[config.mk]
export PLATFORM = sky130hd
export DESIGN_NAME = riot_bus_arbiter
export DESIGN_NICKNAME = d
export VERILOG_FILES = /design/src/rtl/riot_arb_pkg.sv /design/src/rtl/riot_arb_wait_cnt.sv /design/src/rtl/riot_bus_arbiter.sv
export SDC_FILE = /design/constraint.sdc
export NUM_CORES = 1
export LEC_CHECK = 0
export CELL_PAD_IN_SITES_DETAIL_PLACEMENT = 0
export CELL_PAD_IN_SITES_GLOBAL_PLACEMENT = 1
export CORE_UTILIZATION = 21
export CTS_CLUSTER_SIZE = 40
export DETAILED_ROUTE_END_ITERATION = 12
export GPL_TIMING_DRIVEN = 0
export PLACE_DENSITY = 0.89
export SLEW_MARGIN = 0
export SYNTH_ARGS = -nofsm -noshare
export SYNTH_HDL_FRONTEND = slang
export SYNTH_SLANG_ARGS = --single-unit
[constraint.sdc]
create_clock -name phi2 -period 4.7 [get_ports phi2]
set_clock_uncertainty 0.15 [all_clocks]
set_input_delay 1.41 -clock phi2 [delete_from_list [all_inputs] [get_ports phi2]]
set_output_delay 1.41 -clock phi2 [all_outputs]
set_load 0.02 [all_outputs]
[src/rtl/riot_arb_pkg.sv]
`default_nettype none
// ============================================================================
// Module      : riot_arb_pkg
// Description : Shared types and constants for the RIOT bus arbiter.
//               - arb_state_t      : arbiter FSM state encoding
//               - HOST_RDATA_FLOAT : value returned when the device does not
//                                    drive its data bus (mcs_oe low)
//               - WAIT_W           : width of the host fairness wait counter
// Revision    : 1.0 - initial release
// ============================================================================
package riot_arb_pkg;

    typedef enum logic [0:0] {
        ARB_IDLE    = 1'b0,
        ARB_CAPTURE = 1'b1
    } arb_state_t;

    localparam logic [7:0] HOST_RDATA_FLOAT = 8'hFF;
    localparam int         WAIT_W           = 8;

endpackage : riot_arb_pkg
`default_nettype wire

[src/rtl/riot_arb_wait_cnt.sv]
`default_nettype none
// ============================================================================
// Module      : riot_arb_wait_cnt
// Description : Saturating count of consecutive cycles in which the host is
//               requesting but not granted. thresh_hit flags that the host
//               has waited MAX_WAIT cycles and is owed a forced bus slot.
// Ports       : phi2       - clock (rising edge)
//               rst        - synchronous active-high reset
//               host_req   - host request level
//               host_gnt   - host grant this cycle
//               thresh_hit - count_q >= MAX_WAIT (registered count)
// Revision    : 1.0 - initial release
// ============================================================================
module riot_arb_wait_cnt
    import riot_arb_pkg::*;
#(
    parameter int MAX_WAIT = 8
) (
    input  logic phi2,
    input  logic rst,
    input  logic host_req,
    input  logic host_gnt,
    output logic thresh_hit
);

    localparam logic [WAIT_W-1:0] WAIT_LIMIT = WAIT_W'(MAX_WAIT);
    localparam logic [WAIT_W-1:0] WAIT_SAT   = '1;

    logic [WAIT_W-1:0] count_q;
    logic [WAIT_W-1:0] count_d;

    always_comb begin
        count_d = count_q;
        if (!host_req || host_gnt) begin
            count_d = '0;
        end else if (count_q != WAIT_SAT) begin
            count_d = count_q + 1'b1;
        end
    end

    always_ff @(posedge phi2) begin
        if (rst) begin
            count_q <= '0;
        end else begin
            count_q <= count_d;
        end
    end

    // Compare uses the registered count only, so the grant path that consumes
    // thresh_hit never loops back through host_gnt.
    assign thresh_hit = (count_q >= WAIT_LIMIT);

endmodule : riot_arb_wait_cnt
`default_nettype wire

[src/rtl/riot_bus_arbiter.sv]
`default_nettype none
// ============================================================================
// Module      : riot_bus_arbiter
// Description : Shares the mcs6530 register/RAM/ROM bus between the 6502 CPU
//               (priority) and a host debug port. The host is granted idle
//               CPU cycles; the read result is captured in the following
//               cycle (device read latency of one cycle).
//               Optional fairness build (macro RIOT_ARB_FAIRNESS_EN): after
//               MAX_WAIT denied cycles the host steals one CPU read cycle,
//               stalling the CPU with cpu_rdy low.
// Ports       : phi2/rst                         - clock, sync reset
//               cpu_req/we_n/a/di/rs0, cpu_rdy   - CPU side
//               host_req/we/a/rs0/wdata          - host request
//               host_gnt/done/rdata/err          - host response
//               mcs_we_n/a/di/rs0, mcs_do/oe     - 6530 device side
// Revision    : 1.0 - initial release
// ============================================================================
module riot_bus_arbiter
    import riot_arb_pkg::*;
#(
    parameter int ADDR_W   = 10,
    parameter int MAX_WAIT = 8
) (
    input  logic              phi2,
    input  logic              rst,
    // CPU side
    input  logic              cpu_req,
    input  logic              cpu_we_n,
    input  logic [ADDR_W-1:0] cpu_a,
    input  logic [7:0]        cpu_di,
    input  logic              cpu_rs0,
    output logic              cpu_rdy,
    // host side
    input  logic              host_req,
    input  logic              host_we,
    input  logic [ADDR_W-1:0] host_a,
    input  logic              host_rs0,
    input  logic [7:0]        host_wdata,
    output logic              host_gnt,
    output logic              host_done,
    output logic [7:0]        host_rdata,
    output logic              host_err,
    // device side
    output logic              mcs_we_n,
    output logic [ADDR_W-1:0] mcs_a,
    output logic [7:0]        mcs_di,
    output logic              mcs_rs0,
    input  logic [7:0]        mcs_do,
    input  logic              mcs_oe
);

    arb_state_t state_q,       state_d;
    logic       host_rd_q,     host_rd_d;     // granted access was a read
    logic       rom_wr_q,      rom_wr_d;      // granted access was a ROM write
    logic [7:0] host_rdata_q,  host_rdata_d;
    logic       forced_slot;
    logic [7:0] capt_data;

`ifdef RIOT_ARB_FAIRNESS_EN
    logic wait_hit;

    riot_arb_wait_cnt #(
        .MAX_WAIT   (MAX_WAIT)
    ) u_wait_cnt (
        .phi2       (phi2),
        .rst        (rst),
        .host_req   (host_req),
        .host_gnt   (host_gnt),
        .thresh_hit (wait_hit)
    );

    // Only CPU reads are stolen: a read can be replayed after the stall,
    // a write cannot.
    assign forced_slot = !rst && (state_q == ARB_IDLE) && host_req &&
                         cpu_req && cpu_we_n && wait_hit;
    assign cpu_rdy     = !forced_slot;
`else
    assign forced_slot = 1'b0;
    assign cpu_rdy     = 1'b1;
`endif

    // Grant, response and bus mux
    always_comb begin
        host_gnt = 1'b0;
        if (!rst && (state_q == ARB_IDLE) && host_req) begin
            host_gnt = !cpu_req || forced_slot;
        end

        host_done = !rst && (state_q == ARB_CAPTURE);
        host_err  = host_done && rom_wr_q;

        // Device data is live during CAPTURE; expose it immediately so
        // host_rdata is valid alongside host_done, then hold it in the flop.
        capt_data  = mcs_oe ? mcs_do : HOST_RDATA_FLOAT;
        host_rdata = (host_done && host_rd_q) ? capt_data : host_rdata_q;

        if (host_gnt) begin
            mcs_a    = host_a;
            mcs_di   = host_wdata;
            mcs_rs0  = host_rs0;
            // ROM writes are rejected here so nothing reaches the device.
            mcs_we_n = !(host_we && !host_rs0);
        end else begin
            mcs_a    = cpu_a;
            mcs_di   = cpu_di;
            mcs_rs0  = cpu_rs0;
            mcs_we_n = rst || !cpu_req || cpu_we_n;
        end
    end

    // Next state
    always_comb begin
        state_d      = host_gnt ? ARB_CAPTURE : ARB_IDLE;
        host_rd_d    = host_rd_q;
        rom_wr_d     = rom_wr_q;
        host_rdata_d = host_rdata;
        if (host_gnt) begin
            host_rd_d = !host_we;
            rom_wr_d  = host_we && host_rs0;
        end
    end

    always_ff @(posedge phi2) begin
        if (rst) begin
            state_q      <= ARB_IDLE;
            host_rd_q    <= 1'b0;
            rom_wr_q     <= 1'b0;
            host_rdata_q <= 8'h00;
        end else begin
            state_q      <= state_d;
            host_rd_q    <= host_rd_d;
            rom_wr_q     <= rom_wr_d;
            host_rdata_q <= host_rdata_d;
        end
    end

endmodule : riot_bus_arbiter
`default_nettype wire

==> results_dict.tcl <==
set metrics [dict create \
    rsz0062_at_grt "no" \
    placed_cell_area_sq_mm 0.00176 \
    core_area_sq_mm 0.00400 \
    synth_warnings 0 \
    yosysTopAreaCell "mux2_2" \
    path_cells "clkdlybuf4s50_1, nor4b_4, buf_4, buf_4, mux2_2, dlygate4sd2_1" \
    ys_types 17 \
    synthFlopType "dfxtp_1" \
    synth_top_cells_by_count "35 x mux2_2, 11 x dfxtp_1, 10 x nand2b_1, 9 x nor2b_1" \
    globalRouteOverflowTotal 0 \
    clk_pin_slew_ns 0.05 \
    drv_slew 0 \
    synth_area_leaders "mux2_2 45%, dfxtp_1 25%, nand2b_1 7.2%" \
    clk_latency_ns 0.23 \
    first_iter_violations 9 \
    io_pins 85 \
    die_h_um 66.4 \
    fp-row-count 23 \
    hold_buffers 0 \
    synth_edf_count 0 \
    critPathCaptureType "output port" \
    final_net_count 228 \
    dr.pass1.iters 2 \
    synth.avg_cell_area_sq_um 10.7 \
    drive_above_1_share 0.391 \
    whs_ns 0.326 \
    wl_per_cell_um 13.3 \
    route.detailed.drc 0 \
    min_period_ns 4.64 \
    vias 963 \
    outcome "complete, no violations" \
    detailed_place_hpwl_um 2310 \
    crit_top_cell "buf_4" \
    ir_drop_mv 0.0854 \
    max_freq_mhz 216 \
    finalSetupViolCount 0 \
    port_buffers 83 \
    grt_pass1_wl_um 4130 \
    grt_antenna_before_repair 0 \
    grt_pass1_vias 901 \
    worst_setup_path_start_kind "primary input" \
    p_leak_nw 0.786 \
    ys_ff_latch 11 \
    clockBufferDepth 2 \
    max-cap-violations 0 \
    cpPeakStageDelay_ns 0.48 \
    htreeDepth 1 \
    track_usage 0.124 \
    antenna_left 0 \
    power_density_mw_per_mm2 170 \
    synth_cells 81 \
    routabilityCongestion 0.674 \
    worstPathArrival_ns 3.08 \
    vias_per_cell 4.30 \
    die_area_sq_mm 0.00440 \
    drt-total-wl_um 2970 \
    ys_seq_area_frac 0.253 \
    cts_tree "done" \
    start_util 0.217 \
    cp_slowest_cell "clkdlybuf4s50_1" \
    stdcell_area_sq_mm 0.00178 \
    cp_data_required_time_ns 3.14 \
    cts_buffers 3 \
    syn-num-nets 134 \
    cts_root_buffer "clkbuf_8" \
    synth_area_sq_um 870 \
    finalCritPeriodShare 0.986 \
    syn2layout_area_growth_pct 104 \
    worstSetupPathType "primary input to output port" \
    synth.most_common_cell "mux2_2" \
    clock_sinks 11 \
    die_w_um 66.4 \
    hp-class "flop to flop" \
    async_flop_share 0 \
    worstPathMaxFanout 4 \
    yosysTopAreaCellShare 0.453 \
    num_antenna_cells 0 \
    grt_max_degree 11 \
    hold_violations 0 \
]
critical path: cells and delay by family:
family,cells,cell delay [ns]
simple gates,1,0.27
mux,1,0.32
buf+inv,4,1.07
cell type report:
class	instances	area (sq um)
Buffer	5	42.5
Clock buffer	4	45.0
Fill cell	373	2220
Inverter	1	3.75
Multi-Input combinational cell	64	613
Sequential cell	11	220
Tap cell	50	62.6
Timing Repair Buffer	89	791
registers in the layout, indices dropped and copies added (netlist names):
signal and cells:
host_rdata_q 8, rom_wr_q 1, host_rd_q 1, state_q 1
path summary, 6_finish.rpt:
path                                       startpoint                    end  slack (ns)  cells after the start
worst max-delay path                         host_req               mcs_a[9]        0.06                      6
worst min-delay path            rom_wr_q$_SDFFE_PP0P_  rom_wr_q$_SDFFE_PP0P_        0.33                      2
worst max register to register     state_q$_SDFF_PP0_  rom_wr_q$_SDFFE_PP0P_        3.25                      4
worst min register to register  rom_wr_q$_SDFFE_PP0P_  rom_wr_q$_SDFFE_PP0P_        0.33                      2
stage by stage:
| step | TNS (ns) | utilization | power [mW] | cells | setup slack [ns] |
|---|---|---|---|---|---|
| final | 0 | 0.444 | 0.302 | 224 | 0.0646 |
| after global routing | 0 | 0.444 | 0.320 | 224 | 0.00223 |
| after CTS | 0 | 0.456 | 0.310 | 222 | 0.00357 |
| after detailed placement | -10.51 | 0.441 | 0.220 | 214 | -0.434 |
| after global placement | -9.72 | 0.441 | 0.218 | 214 | -0.401 |
| after floorplan | 0 | - | 0.145 | 81 | 0.730 |
cell families after synthesis:
group | synth area share
compound gates | 0.00720
buf+inv | 0.0518
flops | 0.253
mux | 0.476
other cells | 0.00431
simple gates | 0.207
cell usage in the layout, fill, tap and decap left out:
cell / instances
nor4b_4: 1
buf_6: 2
dlymetal6s2s_1: 2
and2_1: 1
mux2_2: 35
dfxtp_1: 11
nand2_1: 1
mux2i_1: 2
clkbuf_1: 1
nor4b_1: 1
dlygate4sd2_1: 4
inv_1: 1
nand2b_1: 10
nor3b_1: 1
clkdlybuf4s50_1: 60
clkbuf_2: 18
nand3b_4: 1
clkbuf_8: 3
a31oi_1: 1
nor2b_1: 9
conb_1: 1
buf_4: 8
layer usage:
layer,vias up,GRT usage,part of all wire
met2,62,0.242,0.49
met3,2,0.0310,0.12
met5,-,0,0
li1,467,-,-
met1,432,0.129,0.39
met4,0,0.0319,0.0037
what timing repair did:
| action | in CTS | in global routing |
|---|---|---|
| buffers inserted | 4 | 2 |
| gates resized for setup | 25 | 35 |
| setup endpoints to repair | 31 | 27 |
| endpoints found under the hold margin | 0 | 0 |
| pin swaps | 1 | 0 |
where the power goes:
group / switching [mW] / total, mW / internal [mW] / leakage, nW
combinational: 0.0438 / 0.112 / 0.0687 / 0.674
sequential: 0.00159 / 0.0969 / 0.0953 / 0.0890
clock: 0.0333 / 0.0927 / 0.0594 / 0.0228
(Power assumes the default switching activity.)
